<file path="config.mk">
export PLATFORM = sky130hd
export DESIGN_NAME = sipo_deserializer
export DESIGN_NICKNAME = d
export VERILOG_FILES = /design/src/rtl/sipo_pkg.sv /design/src/rtl/sipo_bit_counter.sv /design/src/rtl/sipo_deserializer.sv
export SDC_FILE = /design/constraint.sdc
export NUM_CORES = 1
export LEC_CHECK = 0
export ABC_AREA = 1
export CAP_MARGIN = 20
export CELL_PAD_IN_SITES_DETAIL_PLACEMENT = 1
export CELL_PAD_IN_SITES_GLOBAL_PLACEMENT = 1
export CORE_ASPECT_RATIO = 0.7
export CORE_MARGIN = 5
export CORE_UTILIZATION = 43
export CTS_CLUSTER_SIZE = 25
export DETAILED_ROUTE_END_ITERATION = 6
export DONT_BUFFER_PORTS = 1
export PLACE_DENSITY = 0.81
export SLEW_MARGIN = 0
export SYNTH_ARGS = -nofsm -noshare
export SYNTH_HDL_FRONTEND = slang
export SYNTH_HIERARCHICAL = 1
export SYNTH_SLANG_ARGS = --single-unit
</file>
<file path="constraint.sdc">
create_clock -name clk -period 2.2 [get_ports clk]
set_clock_uncertainty 0.15 [all_clocks]
set_input_delay 0.44 -clock clk [delete_from_list [all_inputs] [get_ports clk]]
set_output_delay 0.44 -clock clk [all_outputs]
set_load 0.005 [all_outputs]
</file>
<file path="src/rtl/sipo_pkg.sv">
// sipo_pkg: shared state type and default constants for the SIPO deserializer.
// Optional feature: define SIPO_PARITY_EN to append one even-parity bit to each frame.
package sipo_pkg;

  localparam int unsigned DefaultDataWidth = 8;
  localparam int unsigned DefaultLsbFirst  = 0;

`ifdef SIPO_PARITY_EN
  localparam int unsigned ParityBits = 1;
`else
  localparam int unsigned ParityBits = 0;
`endif

  // Idle (no bits yet), shift (partial frame), stall (full frame waiting for output register)
  typedef enum logic [1:0] {
    StIdle  = 2'd0,
    StShift = 2'd1,
    StStall = 2'd2
  } sipo_state_e;

  // Serial bits per frame for a given parallel width
  function automatic int unsigned frame_len(int unsigned data_width);
    return data_width + ParityBits;
  endfunction

endpackage

</file>
<file path="src/rtl/sipo_bit_counter.sv">
// sipo_bit_counter: per-frame accepted-bit counter with terminal-count flag.
// Clear wins over increment; last_o flags the final bit position of a frame.
module sipo_bit_counter #(
  parameter int unsigned FrameLen = 8,
  parameter int unsigned CntW     = 4
) (
  input  logic            clk_i,
  input  logic            reset_i,
  input  logic            clr_i,
  input  logic            inc_i,
  output logic [CntW-1:0] count_o,
  output logic            last_o
);

  logic [CntW-1:0] count_d, count_q;

  // Next count: clear, step on an accepted bit, or hold
  always_comb begin
    count_d = count_q;
    if (clr_i) begin
      count_d = '0;
    end else if (inc_i) begin
      count_d = count_q + 1'b1;
    end
  end

  // Count register with synchronous reset
  always_ff @(posedge clk_i) begin
    if (reset_i) begin
      count_q <= '0;
    end else begin
      count_q <= count_d;
    end
  end

  assign count_o = count_q;
  assign last_o  = (count_q == CntW'(FrameLen - 1));

endmodule

</file>
<file path="src/rtl/sipo_deserializer.sv">
// sipo_deserializer: serial-in parallel-out deserializer with valid/ready on both sides.
// A full frame that cannot enter a busy output register is held until the consumer drains it.
// Optional feature: define SIPO_PARITY_EN for an extra even-parity bit per frame.
module sipo_deserializer
  import sipo_pkg::*;
#(
  parameter int unsigned DATA_WIDTH = DefaultDataWidth,
  parameter int unsigned LSB_FIRST  = DefaultLsbFirst
) (
  input  logic                            clk,
  input  logic                            reset,
  input  logic                            data_in,
  input  logic                            in_valid,
  output logic                            in_ready,
  input  logic                            flush,
  output logic [DATA_WIDTH-1:0]           data_out,
  output logic                            out_valid,
  input  logic                            out_ready,
  output logic [$clog2(DATA_WIDTH+2)-1:0] bit_count,
  output logic                            parity_err
);

  localparam int unsigned FrameLen = frame_len(DATA_WIDTH);
  localparam int unsigned CntW     = $clog2(DATA_WIDTH + 2);

  sipo_state_e           state_q, state_d;
  logic [DATA_WIDTH-1:0] sreg_q, sreg_shift, data_out_q;
  logic                  out_valid_q;
  logic                  accept, cnt_last, out_free;
  logic                  load_frame, load_held, cnt_clr;

  sipo_bit_counter #(
    .FrameLen (FrameLen),
    .CntW     (CntW)
  ) u_bit_counter (
    .clk_i   (clk),
    .reset_i (reset),
    .clr_i   (cnt_clr),
    .inc_i   (accept),
    .count_o (bit_count),
    .last_o  (cnt_last)
  );

  // FSM state register
  always_ff @(posedge clk) begin
    if (reset) begin
      state_q <= StIdle;
    end else begin
      state_q <= state_d;
    end
  end

  // FSM next state; flush always returns to idle
  always_comb begin
    state_d = state_q;
    unique case (state_q)
      StIdle:  if (accept) state_d = StShift;
      StShift: if (accept && cnt_last) state_d = out_free ? StIdle : StStall;
      StStall: if (out_ready) state_d = StIdle;
      default: state_d = StIdle;
    endcase
    if (flush) begin
      state_d = StIdle;
    end
  end

  // FSM outputs and datapath strobes
  always_comb begin
    in_ready   = (state_q != StStall);
    accept     = in_valid && in_ready && !flush;
    out_free   = !out_valid_q || out_ready;
    load_frame = accept && cnt_last && out_free;
    load_held  = (state_q == StStall) && out_ready && !flush;
    cnt_clr    = flush || load_frame || load_held;
  end

  // Shifted word; the trailing parity bit is never stored
  always_comb begin
    sreg_shift = sreg_q;
    if (bit_count < CntW'(DATA_WIDTH)) begin
      if (LSB_FIRST != 0) begin
        sreg_shift = {data_in, sreg_q[DATA_WIDTH-1:1]};
      end else begin
        sreg_shift = {sreg_q[DATA_WIDTH-2:0], data_in};
      end
    end
  end

  // Shift register; also holds the complete word while stalled
  always_ff @(posedge clk) begin
    if (reset || cnt_clr) begin
      sreg_q <= '0;
    end else if (accept) begin
      sreg_q <= sreg_shift;
    end
  end

  // Output register; a new load keeps out_valid high across a consume
  always_ff @(posedge clk) begin
    if (reset) begin
      data_out_q  <= '0;
      out_valid_q <= 1'b0;
    end else if (load_frame) begin
      data_out_q  <= sreg_shift;
      out_valid_q <= 1'b1;
    end else if (load_held) begin
      data_out_q  <= sreg_q;
      out_valid_q <= 1'b1;
    end else if (out_ready) begin
      out_valid_q <= 1'b0;
    end
  end

  assign data_out  = data_out_q;
  assign out_valid = out_valid_q;

`ifdef SIPO_PARITY_EN
  logic par_q, perr_q;

  // Running XOR over every bit of the frame, parity bit included
  always_ff @(posedge clk) begin
    if (reset || cnt_clr) begin
      par_q <= 1'b0;
    end else if (accept) begin
      par_q <= par_q ^ data_in;
    end
  end

  // Parity flag loads alongside data_out
  always_ff @(posedge clk) begin
    if (reset) begin
      perr_q <= 1'b0;
    end else if (load_frame) begin
      perr_q <= par_q ^ data_in;
    end else if (load_held) begin
      perr_q <= par_q;
    end
  end

  assign parity_err = perr_q;
`else
  assign parity_err = 1'b0;
`endif

endmodule

</file>
Word level (Yosys, flattened, before mapping). Index checks and enable logic that the tools add are counted.

Output and inout port bits: 15. Flip-flop bits (word level): 23. Logic and storage cells: 43. Bits of input ports: 6.

Multiplexer cells: 11. Eq/ne operators: 7. Reductions and logical operators: 18. $add $sub $neg: 1. Magnitude comparators: 1.

Operators with widths (number): 8-bit 2-to-1 mux (3); 2-bit 2-to-1 mux (4); 2-bit != test (second input constant) (4); 1-bit logical AND (6); 2-bit one-hot mux with 3 select lines (1); 4-bit by 1-bit adder with 4-bit output (second input constant) (1); 4-bit by 3-bit equality test with 1-bit output (second input constant) (1); 1-bit logical OR (4); 4-bit < comparator (second input constant) (1); 2-bit OR reduction (2); 1-bit 2-to-1 mux (3); 3-bit AND reduction (1); 3-bit nonzero test (1); 2-bit by 1-bit equality test with 1-bit output (second input constant) (1); 2-bit equality test (second input constant) (1); 1-bit zero test (2); 2-bit zero test (1); 2-bit nonzero test (1).

Logic depth before layout (Yosys ltp). Gate-level depths: netlist of the first run.

Depth in word-level cells: 8. Gate-level depth with buffers: 10. Mapped depth without buffers: 9.

Cells and area by module. The synthesis of the first run kept the hierarchy.

By module, submodules not included: sipo_deserializer (area each 1082.3 µm², cells an instance 164, times used 1, seq. area each 380.4 µm²); sipo_bit_counter (area each 173.9 µm², cells an instance 24, times used 1, seq. area each 80.1 µm²).

Least setup slack after synthesis of the first run. OpenSTA, ideal clock, no wires.

Path type: reg-to-reg. Start: reg u_bit_counter.count_q[0] (netlist: u_bit_counter/count_o[0]). End: reg u_bit_counter.count_q[0] (netlist: u_bit_counter/count_o[0]). Period minus slack after synthesis: 1.743 ns. Path buffers: 1. Library setup time: 0.070 ns. Required time: 1.980 ns. Data arrival time: 1.524 ns. Cell stages (with the launch flop): 11. Path slack: 0.457 ns. Cells stage by stage: dfxtp_1 ha_1 nand2_1 nor2_1 buf_2 nand4_4 and2_4 nand2_1 nor2_1 o21ai_0 a21oi_1.

Cells in the longest elaborated chain, start to end: 6. Elaborated cells between the ends (all ways): 7. Those cells by class: 1 x add/sub; 1 x eq/ne; 5 x reduce/logical.

RTL lines: start: declaration (line sipo_bit_counter.sv:15) `logic [CntW-1:0] count_d, count_q;`; start signal: assignment (line sipo_bit_counter.sv:32) `count_q <= count_d;`; 4-bit by 3-bit equality test with 1-bit output (line sipo_bit_counter.sv:37) `assign last_o = (count_q == CntW'(FrameLen - 1));`; named net cnt_last (line sipo_deserializer.sv:29) `logic accept, cnt_last, out_free;`; 1-bit logical AND (2 in a row) (line sipo_deserializer.sv:72) `load_frame = accept && cnt_last && out_free;`; 1-bit logical OR (2 in a row) (line sipo_deserializer.sv:74) `cnt_clr = flush || load_frame || load_held;`; named net cnt_clr (line sipo_deserializer.sv:30) `logic load_frame, load_held, cnt_clr;`; 2-bit OR reduction (no line).

The timed path passes the listed nets, and every way through them passes these cells. A chain may end at the register's enable or synchronous reset.

Worst setup path in the final report of the first run.
Start: reg u_bit_counter.count_q[0] (netlist: u_bit_counter/count_o[0]). End: reg data_out_q[6] (netlist: data_out[6]).

Cells in the longest elaborated chain, start to end: 4. Elaborated cells between the ends (all ways): 7. Those cells by class: 1 x order compare; 1 x eq/ne; 2 x mux; 3 x reduce/logical.

RTL lines: 4-bit by 3-bit equality test with 1-bit output * (line sipo_bit_counter.sv:37); named net cnt_last (line sipo_deserializer.sv:29); 1-bit logical AND * (2 in a row) (line sipo_deserializer.sv:72); 8-bit 2-to-1 mux or 2-bit nonzero test (tied branches); end signal: assignment (line sipo_deserializer.sv:104) `data_out_q <= sreg_shift;`; end signal: assignment (line sipo_deserializer.sv:107) `data_out_q <= sreg_q;`; end: declaration (line sipo_deserializer.sv:27) `logic [DATA_WIDTH-1:0] sreg_q, sreg_shift, data_out_q;`.

The timed path passes the listed nets; every way through them passes the cells marked *.

==> results of run 1 <==
==> area by class of cell <==
cell class,count,area (sq um)
repair buffers,6,45.0
clock inverters,1,5.00
flip-flops and latches,23,460
multi-input cells,140,672
inverters,18,68.8
fillers,389,1470
clock buffers,3,41.3
well taps,36,45.0
==> registers in the layout (all words and copies together) (netlist names) <==
register / cells
sreg_q: 8
u_bit_counter/count_o: 4
state_q: 2
out_valid: 1
data_out: 8
==> kinds of logic (layout without fill, tap and decap cells) <==
kind of cell             count (synthesis)  after routing  synth area share (%)
AO/OA/AOI/OAI                           25             25                  10.5
adder cells (fa/ha/maj)                  1              1                 0.996
buffers and inverters                   25             28                  9.86
flip-flops                              23             23                  36.7
other                                    1              1                 0.299
AND/OR/NAND/NOR                        113            113                  41.7
==> stage by stage <==
stage	cells	utilization (%)
floorplan	188	-
global placement	223	46.1
detailed placement	223	46.1
CTS	227	47.7
global route	227	47.7
finish	227	47.7
==> metal layers <==
layer,global-route usage (%),up-vias
li1,-,612
met1,22.7,590
met2,28.9,21
met3,7.07,2
met4,4.31,0
met5,0,-
==> power groups by stage <==
stage / Clock, mW / Combinational [mW] / Sequential, mW
2_1_floorplan: 0 / 0.0454 / 0.432
3_3_place_gp: 0 / 0.0508 / 0.433
3_5_place_dp: 0 / 0.0524 / 0.433
4_1_cts: 0.278 / 0.0526 / 0.423
5_1_grt: 0.298 / 0.0597 / 0.424
6_report: 0.269 / 0.0528 / 0.423
==> layout by cell type, fill, tap and decap left out <==
cell / n
a21boi_1: 1
ha_1: 1
dfxtp_1: 23
and2_4: 1
nor2_1: 25
clkinv_2: 2
inv_1: 17
nand2_4: 1
nor2_4: 2
nand2_2: 3
buf_4: 6
nand2_1: 52
clkbuf_8: 3
nand4_1: 8
nor2_2: 2
conb_1: 1
a31o_2: 1
o21ai_0: 3
nand4_4: 1
nand3_1: 18
a21oi_1: 20
==> worst register-to-register path, stage by stage (launching register included) <==
cell and delay (ns):
dfxtp_1 0.42, ha_1 0.24, nand2_1 0.07, nor2_1 0.25
nand4_4 0.13, buf_4 0.22, nand2_1 0.09, nand2_1 0.07
a21oi_1 0.11
==> how the worst max path moves through the flow <==
| stage | start | slack (ns) | to |
|---|---|---|---|
| after global placement | out_ready | 0.52 | u_bit_counter/count_o[1] |
| after floorplan | u_bit_counter/count_o[0] | 0.46 | u_bit_counter/count_o[0] |
| after CTS | u_bit_counter/count_o[0] | 0.38 | data_out[1] |
| after detailed placement | u_bit_counter/count_o[0] | 0.44 | data_out[1] |
| final | u_bit_counter/count_o[0] | 0.39 | data_out[6] |
| after global routing | u_bit_counter/count_o[0] | 0.26 | data_out[2] |
==> qor.csv, run 1 <==
stage,metric,value,unit
outcome,status,"finished, final reports clean",
die,design.core.area,2800,sq um
cts,hold_buffers,0,
die,fp-row-count,16,
cts,cts_buffers,3,
die,die_h,55.2,um
critical_path,slowest_delay,0.42,ns
drt,drcViolationCount,0,
placed_design,numPortBuffers,0,
drt,wl,3460,um
grt,grt_max_degree,18,
sta,period_share,82.3,%
drt,drtIter0Drc,55,
drt,met1_length,1630,um
yosys,yosysWarnings,6,
critical_path,startpoint_type,flip-flop,
grt,grt_pass1_vias,1271,
sta,hold_viol,0,
min_path,hold_path.class,in -> reg,
min_path,holdCritStartpoint,reset,
die,start_util,44.8,%
sta,hold_ws,0.0700,ns
grt,grt_use_total,18.1,%
critical_path,r2r_start,u_bit_counter/count_o[0],
min_path,whs_path_depth,1,
drt,routedWlPerCell,15.2,um
critical_path,rr_worst_depth,8,
yosys,synth_edf_count,0,
critical_path,end_kind,flip-flop,
yosys,synth.most_common_cell,nand2_1,
cts,clock_latency,0.28,ns
pwr,power.internal,0.561,mW
sta,final-setup-viol-count,0,
pwr,power_density,557,nW/um^2
cts,postCtsSetupBuffers,0,
placed_design,placed_cell_area,1290,sq um
min_path,min_to,data_out[0],
die,die-area,4120,sq um
yosys,synth_top_flop_cell,dfxtp_1,
drt,dr_wl_met2,1590,um
flow_run,max-cap-violations,0,
drt,ant_nets,0,
cts,clkTransAtPathRegs,0.09,ns
sta,final-max-slew-violation-count,0,
critical_path,worstPathMaxFanout,17,
die,ioPinCount,21,
placed_design,dp_hpwl,2630,um
sta,setup_ws,0.390,ns
placed_design,dp_slack,0.436,ns
grt,antenna_found_initial,0,
critical_path,crit_type,reg -> reg,
critical_path,arrival,1.88,ns
cts,cts_sinks,23,
critical_path,critical_path.cell_chain,ha_1 -> nand2_1 -> nor2_1 -> nand4_4 -> buf_4 -> nand2_1 -> nand2_1 -> a21oi_1,
critical_path,crit_required,2.27,ns
drt,dr.pass1.iters,4,
layout,design_area,1340,sq um
sta,fmax,552,MHz
pwr,ir_worst_vdd,0.340,mV
drt,vias,1225,
sta,grt_setup_unrepaired,false,
critical_path,worst-path-stages,8,
layout,area_growth,6.47,%
drt,wl_met3,223,um
sta,period_needed,1.81,ns
layout,diodes,0,
grt,grt_pass1_wl,5880,um
placed_design,place.gp.congestion,0.804,
cts,clockBufferDepth,2,
pwr,swShare,24.7,%
yosys,ys_seq_elements,23,
critical_path,path_buf_inv,1,
critical_path,cp_common_cell,nand2_1,
pwr,p_switching,0.184,mW
critical_path,crit_family,simple AND/OR/NAND/NOR gates,
cts,htreeDepth,1,
yosys,synth.distinct_cells,23,
pwr,fin_total_pwr,0.745,mW
pwr,clockPowerShare,36.1,%
yosys,ys_top_cells_by_area,"dfxtp_1 (37%), nand2_1 (16%), a21oi_1 (8.0%), nor2_1 (7.5%), nand3_1 (7.2%)",
layout,drive_gt1_share,11.5,%
pwr,p_comb_share,7.1,%
die,dieWidth,74.6,um
pwr,power_frac_seq,56.8,%
critical_path,crit_slowest_cell,dfxtp_1,
cts,clock-root-buffer,clkbuf_8,
yosys,synth_top_cell_by_area,dfxtp_1,
yosys,syn-num-nets,195,
yosys,synth_commonest_cells,"nand2_1 (52), nor2_1 (25), dfxtp_1 (23), a21oi_1 (20), nand3_1 (18)",
pwr,leakagePower,0.536,nW
critical_path,ff2ff_setup_slack,0.39,ns
yosys,syn_inst,188,
yosys,yosysTopAreaCellShare,36.7,%
yosys,synth_seq_area_share,36.7,%
grt,overflow,0,
cts,cts_resized,0,
yosys,syn_area,1260,sq um
sta,fin_setup_tns,0,ns
drt,top_layer,met4,
drt,post_drt_via_cell_ratio,5.40,
yosys,syn_avg_cell_area,6.68,sq um
yosys,async_flop_share,0,%
critical_path,r2r_end,data_out[6],
cts,tritoncts,yes,
layout,nNetsFinal,199,
Note: power is estimated with default switching activity, not from simulation.
==> inputs of run 2 (changes only) <==
--- a/config.mk
+++ b/config.mk
@@ -11,11 +11,11 @@
 export CELL_PAD_IN_SITES_GLOBAL_PLACEMENT = 1
 export CORE_ASPECT_RATIO = 0.7
 export CORE_MARGIN = 5
-export CORE_UTILIZATION = 43
+export CORE_UTILIZATION = 39
 export CTS_CLUSTER_SIZE = 25
 export DETAILED_ROUTE_END_ITERATION = 6
 export DONT_BUFFER_PORTS = 1
-export PLACE_DENSITY = 0.81
+export PLACE_DENSITY = 0.77
 export SLEW_MARGIN = 0
 export SYNTH_ARGS = -nofsm -noshare
 export SYNTH_HDL_FRONTEND = slang
==> constraint.sdc (replaced) <==
create_clock -name clk -period 1.5 [get_ports clk]
set_clock_uncertainty 0.15 [all_clocks]
set_input_delay 0.3 -clock clk [delete_from_list [all_inputs] [get_ports clk]]
set_output_delay 0.3 -clock clk [all_outputs]
set_load 0.005 [all_outputs]
==> qor.csv, run 2 (synthesis results as in run 1) <==
stage,metric,value,unit,change
outcome,status,finished with violations,,
outcome,violations,negative setup slack,,
cts,tritoncts,yes,,
layout,drive_gt1_share,21.3,%,+9.8 points
drt,drcViolationCount,0,,unchanged
die,start_util,40.2,%,-4.6 points
pwr,power_frac_seq,55.6,%,-1.2 points
critical_path,end_kind,flip-flop,,
layout,area_growth,18.9,%,
grt,antenna_found_initial,0,,unchanged
layout,design_area,1490,sq um,+12%
drt,vias,1281,,+4.6%
die,dieWidth,77.8,um,+4.3%
critical_path,r2r_start,u_bit_counter/count_o[1],,
cts,cts_sinks,23,,unchanged
drt,ant_nets,0,,unchanged
flow_run,max-cap-violations,0,,unchanged
cts,clockBufferDepth,2,,unchanged
drt,wl,3760,um,+8.8%
placed_design,place.gp.congestion,0.773,,-3.8%
layout,final_core_util,47.8,%,+0.056 points
cts,clock-root-buffer,clkbuf_8,,
critical_path,arrival,1.55,ns,-0.33 ns
placed_design,dp_slack,-0.0701,ns,-0.506 ns
grt,grt_pass1_wl,6110,um,+3.9%
critical_path,startpoint_type,flip-flop,,
die,ioPinCount,21,,unchanged
cts,cts_buffers,3,,unchanged
sta,period_needed,1.51,ns,-0.305 ns
sta,final-max-slew-violation-count,0,,unchanged
pwr,p_switching,0.280,mW,+52%
placed_design,numPortBuffers,0,,unchanged
die,die_h,57.5,um,+4.1%
grt,grt_pass1_vias,1306,,+2.8%
critical_path,rr_worst_depth,9,,+1
critical_path,worstPathMaxFanout,4,,-13
grt,grt_max_degree,17,,-1
grt,grt_use_total,16.7,%,-1.3 points
layout,final_cell_mix,"nand2_1 (49), nor2_1 (22), a21oi_1 (20), dfxtp_1 (20), nand3_1 (18)",,
drt,dr.pass1.iters,4,,unchanged
die,die-area,4470,sq um,+8.6%
critical_path,ff2ff_setup_slack,-0.005,ns,-0.39 ns
critical_path,crit_required,1.55,ns,-0.72 ns
sta,hold_viol,0,,unchanged
critical_path,cp-endpoint,u_bit_counter/count_o[0],,
pwr,swShare,25.2,%,+0.54 points
die,design.core.area,3130,sq um,+12%
pwr,leakagePower,0.613,nW,+14%
sta,setup_ws,-0.00525,ns,-0.395 ns
layout,final_common_cell,nand2_1,,
drt,post_drt_via_cell_ratio,5.34,,-1.1%
pwr,power_density,744,nW/um^2,+34%
pwr,power.internal,0.831,mW,+48%
layout,nNetsFinal,210,,+5.5%
critical_path,r2r_end,u_bit_counter/count_o[0],,
cts,clkTransAtPathRegs,0.09,ns,about the same
pwr,ir_worst_vdd,0.711,mV,+110%
cts,htreeDepth,1,,unchanged
layout,num-fill-cells,415,,+6.7%
cts,clock_latency,0.27,ns,about the same
critical_path,crit_type,reg -> reg,,
min_path,hold_path.class,in -> reg,,
sta,grt_setup_unrepaired,true,,
sta,fmax,664,MHz,+20%
pwr,clockPowerShare,35.5,%,-0.6 points
drt,drtIter0Drc,34,,-38%
sta,final-setup-viol-count,1,,+1
pwr,p_comb_share,9.0,%,+1.9 points
die,fp-row-count,17,,+1
drt,routedWlPerCell,15.7,um,+2.9%
layout,diodes,0,,unchanged
grt,overflow,0,,unchanged
critical_path,startpoint,u_bit_counter/count_o[1],,
placed_design,placed_cell_area,1390,sq um,+7.4%
placed_design,dp_hpwl,2940,um,+12%
sta,period_share,100,%,+18 points
min_path,whs_path_depth,2,,+1
[run 2: stage by stage]
| stage | std cells | power [mW] | TNS, ns | hold slack, ns |
|---|---|---|---|---|
| 2_1_floorplan | 188 | 0.701 | -0.214 | 0.302 |
| 3_3_place_gp | 234 | 0.715 | 0 | 0.222 |
| 3_5_place_dp | 234 | 0.720 | -0.413 | 0.223 |
| 4_1_cts | 239 | 1.11 | 0 | 0.0304 |
| 5_1_grt | 240 | 1.16 | -0.170 | 0.0197 |
| 6_report | 240 | 1.11 | -0.00525 | 0.0391 |
[run 2: how the worst min path moves through the flow]
| stage | start | to | slack, ns |
|---|---|---|---|
| 6_report | reset | out_valid | 0.04 |
| 5_1_grt | reset | out_valid | 0.02 |
| 3_3_place_gp | reset | data_out[4] | 0.22 |
| 3_5_place_dp | reset | data_out[0] | 0.22 |
| 4_1_cts | reset | u_bit_counter/count_o[3] | 0.03 |
| 2_1_floorplan | u_bit_counter/count_o[0] | u_bit_counter/count_o[0] | 0.30 |
[run 2: power groups by stage]
stage | clock, mW | sequential, mW | combinational (mW)
2_1_floorplan | 0 | 0.632 | 0.0684
3_3_place_gp | 0 | 0.632 | 0.0831
3_5_place_dp | 0 | 0.632 | 0.0875
4_1_cts | 0.396 | 0.618 | 0.0949
5_1_grt | 0.431 | 0.618 | 0.109
6_report | 0.394 | 0.618 | 0.0996
[run 2: final cells by class]
cell class	count	area, sq um	share of cell area, %
Clock buffer	3	41.3	2.76
Clock inverter	1	5.00	0.335
Inverter	18	73.8	4.94
Multi-Input combinational cell	140	719	48.2
Sequential cell	23	469	31.4
Tap cell	38	47.5	3.18
Timing Repair Buffer	17	138	9.21
[run 2: worst max-delay path, cell delays in order (launching register included)]
cell	delay, ns
dfxtp_4	0.36
ha_4	0.17
nand2_4	0.06
nor2_4	0.04
nand4_4	0.07
and2_4	0.18
nand2_4	0.05
nor2_4	0.12
o21ai_1	0.09
a21oi_1	0.14
[run 2: per-layer routing]
| layer | GRT usage, % | up-vias | routed length (um) | part of all wire, % |
|---|---|---|---|---|
| li1 | - | 632 | - | - |
| met1 | 21.1 | 609 | 1760 | 47 |
| met2 | 27.2 | 30 | 1720 | 46 |
| met3 | 5.84 | 10 | 212 | 5.6 |
| met4 | 4.41 | 0 | 67 | 1.8 |
| met5 | 0 | - | 0 | 0 |
[run 2: what timing repair did]
item                                   in CTS  in global routing
endpoints found under the hold margin       8                  0
buffers inserted                            0                  1
hold buffers                                1                  0
resized for setup                           4                  9
setup endpoints to repair                  23                 18
pin swaps                                   3                  1
==> edit 1: new RTL, config.mk and constraints of run 2 <==
The 3 states of `sipo_state_e` get a one-hot encoding in 3 bits.
--- a/src/rtl/sipo_pkg.sv
+++ b/src/rtl/sipo_pkg.sv
@@ -12,10 +12,10 @@
 `endif
 
   // Idle (no bits yet), shift (partial frame), stall (full frame waiting for output register)
-  typedef enum logic [1:0] {
-    StIdle  = 2'd0,
-    StShift = 2'd1,
-    StStall = 2'd2
+  typedef enum logic [2:0] {
+    StIdle  = 3'b001,
+    StShift = 3'b010,
+    StStall = 3'b100
   } sipo_state_e;
 
   // Serial bits per frame for a given parallel width
Behaviour: no difference found for any inputs over 10 cycles, from zero or initial values and one cycle with reset high; not proved beyond that.
==> edit 1 against run 2 <==
Combinational power increased by 21%. Sequential power increased by 6.0%. Routed wire length increased by 3.7%. Power increased by 8.9%. Cell area increased by 10%. Setup slack improved by 0.0072 ns. Sequential cell count increased by 1. Critical path type unchanged. Count of clock-buffer cells in the layout increased by 1. Area after synthesis increased by 7.8%.
==> edit 1: results (changes against run 2) <==
status - finished clean (was complete, but fails checks)
Post-synth EDFFs - 0 (unchanged)
global-route wire length before repair - 6258 um (was 6106 um)
met2 GRT Util - 0.2783 (was 0.2723)
Worst Reg-to-Reg Cells - 7 (was 9)
post-CTS sizing - 8 (was 4)
sequential fraction of the synthesis area - 0.3549 (was 0.3665)
Worst Path Max Fanout - 9 (was 4)
Hold Path Cell Cnt - 3 (was 2)
post-synthesis compound-gate area fraction - 0.1442 (was 0.1046)
global routing met1 resource utilization - 0.2286 (was 0.2113)
Via density - 5.162 (was 5.338)
DPL Wire Length - 2919 um (was 2937 um)
Layout fillers - 429 (was 415)
GRT Total Usage - 0.1711 (was 0.1675)
post-synth cell types - 28 (was 23)
GR Layer Usage met3 - 0.05015 (was 0.05836)
worst vdd ir - 0.3791 mV (was 0.7109 mV)
GPL Wtd Cong - 0.8028 (was 0.7730)
wire length on met1 - 1872 um (was 1760 um)
CTS root buffer - clkbuf_8 (unchanged)
syn nets - 198 (was 195)
share of cells above drive strength 1 - 0.2816 (was 0.2129)
Worst R2R End - state_q[2] (was u_bit_counter/count_o[0])
drt total wl - 3900 um (was 3761 um)
main area contributors after synthesis - dfxtp_1, nand2_1, a21oi_1 (unchanged)
Primary FF master, synth - dfxtp_1 (unchanged)
flop-to-flop setup slack - 0.002 ns
Synth Area in Adders - 0.009242 (was 0.009960)
met3 wire length - 218 um (was 212 um)
WHS - 0.02663 ns (was 0.03908 ns)
TritonCTS Buffers - 3 (unchanged)
average cell area after synthesis - 7.088 um^2 (was 6.682 um^2)
Via Count - 1306 (was 1281)
NumNets Final - 214 (was 210)
CTS Buffer Depth - 2 (unchanged)
worst endpoint data arrival time - 1.50 ns (was 1.55 ns)
Post-synth top cells - nand2_1, dfxtp_1, a21oi_1 (was nand2_1, nor2_1, dfxtp_1)
Post-CTS Setup Repair Bufs - 2 (was 0)
antenna cells - 0 (unchanged)
WHS Endpoint - u_bit_counter/count_o[0] (was out_valid)
drt initial violations - 30 (was 34)
placed cell count - 245 (was 234)
top sig layer - met4 (unchanged)
DR WL met2 - 1782 um (was 1721 um)
==> edit 1: changes by cell type in the layout (fill, tap and decap cells not counted), sizes merged, moves of 2 or more <==
cell and delta:
a21oi +2, inv +4, nor2 -18, o21ai +8, or2 +8
==> edit 1: power breakdown <==
part,switching [mW],total [mW],internal [mW]
Sequential,0.00946,0.655,0.645
Clock,0.200,0.435,0.234
Combinational,0.0799,0.121,0.0410
Total,0.290,1.21,0.921
==> edit 1: worst max path at each step <==
stage	to	slack, ns	start
5_1_grt	data_out[1]	-0.07	u_bit_counter/count_o[0]
3_3_place_gp	state_q[1]	0.0005	u_bit_counter/count_o[1]
2_1_floorplan	u_bit_counter/count_o[1]	-0.06	u_bit_counter/count_o[1]
3_5_place_dp	state_q[2]	-0.12	u_bit_counter/count_o[1]
6_report	state_q[2]	0.002	u_bit_counter/count_o[1]
4_1_cts	u_bit_counter/count_o[1]	-0.007	u_bit_counter/count_o[0]
==> edit 1: cell type report <==
class | count | area [um^2] | share of cell area
Multi-Input combinational cell | 140 | 822.0 | 0.4989
Sequential cell | 24 | 485.5 | 0.2946
Timing Repair Buffer | 17 | 145.1 | 0.08808
Inverter | 21 | 81.33 | 0.04935
Tap cell | 47 | 58.81 | 0.03569
Clock buffer | 4 | 55.05 | 0.03341
==> edit 1: stage by stage <==
step,cell area [um^2],setup slack [ns]
2_1_floorplan,1374,-0.06147
4_1_cts,1588,-0.007369
5_1_grt,1648,-0.07372
3_3_place_gp,1481,0.0004673
3_5_place_dp,1481,-0.1156
6_report,1648,0.001998
==> edit 1: critical path, delay by kind of cell (launching register included) <==
kind                     cells  cell delay (ns)
flip-flops                   1             0.36
buffers and inverters        1             0.16
adder cells (fa/ha/maj)      1             0.15
AO/OA/AOI/OAI                2             0.31
AND/OR/NAND/NOR              3             0.25
==> edit 2: new RTL, flow settings as in run 2 <==
Without the edit above. Build with the macro `SIPO_PARITY_EN` defined.
--- a/src/rtl/sipo_pkg.sv
+++ b/src/rtl/sipo_pkg.sv
@@ -1,5 +1,7 @@
 // sipo_pkg: shared state type and default constants for the SIPO deserializer.
 // Optional feature: define SIPO_PARITY_EN to append one even-parity bit to each frame.
+`define SIPO_PARITY_EN
+
 package sipo_pkg;
 
   localparam int unsigned DefaultDataWidth = 8;
Check against the original RTL: not equivalent (Yosys sat finds a counterexample within 10 cycles, from zero or initial values and one cycle with reset high).
==> edit 2 against run 2 <==
The flow finishes with violations (hold timing). Final cell count increased by 12%. Sequential share of layout area shrank 0.24 points. Synthesized cell count up 11%. Setup slack gained 0.016 ns. Power increased by 7.4%. Critical path depth up 1. Routed wire length grew 6.9%. Sequential cell count grew 2. Area after synthesis up 8.8%. Cell area up 8.3%.
==> edit 2: results (changes against run 2) <==
Final Hold Fails - 9 (was 0)
syn nets - 216 (was 195)
maxcap violations - 0 (unchanged)
worst endpoint data arrival time - 1.54 ns
flop-to-flop setup slack - 0.01 ns (was -0.005 ns)
Worst Path Max Fanout - 4 (unchanged)
sequential fraction of the synthesis area - 0.3663 (was 0.3665)
drt wl/cell - 15.00 um (was 15.67 um)
number of port buffers - 0 (unchanged)
Via Count - 1349 (was 1281)
post-CTS sizing - 15 (was 4)
Hold WC Path Type - in -> reg (unchanged)
reg2reg start - u_bit_counter/count_o[1] (unchanged)
Worst-path clk slew - 0.09 ns (about the same)
Post-synth top cells - nand2_1, nor2_1, dfxtp_1 (unchanged)
global-route wire length before repair - 6720 um (was 6106 um)
Worst R2R End - u_bit_counter/count_o[0] (unchanged)
failing checks - hold timing (was setup timing)
CTS Buffer Depth - 2 (unchanged)
GRT Total Usage - 0.1834 (was 0.1675)
status - complete, but fails checks (unchanged)
Clock power frac - 0.342 (was 0.355)
DPL Wire Length - 3014 um (was 2937 um)
share of cells above drive strength 1 - 0.2110 (was 0.2129)
NumNets Final - 227 (was 210)
main area contributors after synthesis - dfxtp_1, nand2_1, a21oi_1 (unchanged)
H-Tree Depth - 1 (unchanged)
post-synth cell types - 20 (was 23)
Largest stage delay, worst path - 0.34 ns (was 0.36 ns)
post-layout min period - 1.489 ns (was 1.505 ns)
Clk Latency, worst-skew pair - 0.27 ns (about the same)
Worst Reg-to-Reg Cells - 10 (was 9)
worst vdd ir - 0.3880 mV (was 0.7109 mV)
GPL Wtd Cong - 0.7857 (was 0.7730)
slowest stage cell, crit path - dfxtp_2 (was dfxtp_4)
largest net degree at the start of global routing - 20 (was 17)
worst slack, placed - -0.06505 ns (was -0.07013 ns)
drt initial violations - 52 (was 34)
Internal Power - 0.8930 mW (was 0.8309 mW)
Comb group - 0.112 mW (was 0.0996 mW)
vias in the first global route - 1441 (was 1306)
Post-CTS Setup Repair Bufs - 1 (was 0)
crit start category - flop (unchanged)
YS warnings - 6 (unchanged)
fraction of registers with async set/reset - 0 (unchanged)
drt first pass iters - 4 (unchanged)
Power Total - 1.194 mW (was 1.111 mW)
Primary FF master, synth - dfxtp_1 (unchanged)
Top delay family on crit path - simple AND/OR/NAND/NOR gates (unchanged)
leak pwr - 0.6565 nW (was 0.6130 nW)
WHS - -0.06704 ns (was 0.03908 ns)
==> edit 2: changes by cell type after synthesis, sizes merged <==
| cell | change |
|---|---|
| a21oi | +2 |
| buf | +1 |
| clkbuf | +2 |
| clkinv | -1 |
| conb | -1 |
| dfxtp | +2 |
| ha | +1 |
| inv | +4 |
| nand2 | +5 |
| nand3 | +2 |
| nand4 | +1 |
| nor2 | +2 |
==> edit 2: area by class of cell <==
| type | count | area, um^2 |
|---|---|---|
| timing repair buffer | 16 | 127.6 |
| multi-input combinational | 152 | 792.0 |
| fill | 453 | 1828 |
| clock inverter | 1 | 5.005 |
| inverter | 21 | 85.08 |
| tap | 50 | 62.56 |
| sequential | 25 | 504.2 |
| clock buffer | 3 | 41.29 |
==> edit 2: routing by layer <==
| metal | GRT usage | wire length [um] |
|---|---|---|
| met2 | 0.3290 | 1992 |
| met5 | 0 | 0 |
| met4 | 0.05542 | 43 |
| met3 | 0.04863 | 188 |
| met1 | 0.2155 | 1795 |
==> edit 2: worst min-delay path by stage <==
stage | start | endpoint | slack, ns | depth (start not counted)
floorplan | u_bit_counter/count_o[0] | u_bit_counter/count_o[0] | 0.30 | 1
CTS | reset | data_out[0] | -0.08 | 1
global placement | reset | data_out[2] | 0.22 | 1
detailed placement | reset | data_out[2] | 0.22 | 1
global route | reset | data_out[0] | -0.09 | 1
finish | reset | data_out[0] | -0.07 | 1
==> edit 2: cell families after synthesis <==
family / synth area share
simple gates: 0.3974
flops: 0.3663
fa+ha+maj: 0.01831
compound gates: 0.1035
buf+inv: 0.1145
==> edit 2: metrics by stage <==
stage,instance area (um^2),utilization,instances
final,1618,0.4695,268
after global routing,1618,0.4695,268
after CTS,1564,0.4539,267
after detailed placement,1464,0.4248,262
after global placement,1464,0.4248,262
after floorplan,1374,-,208
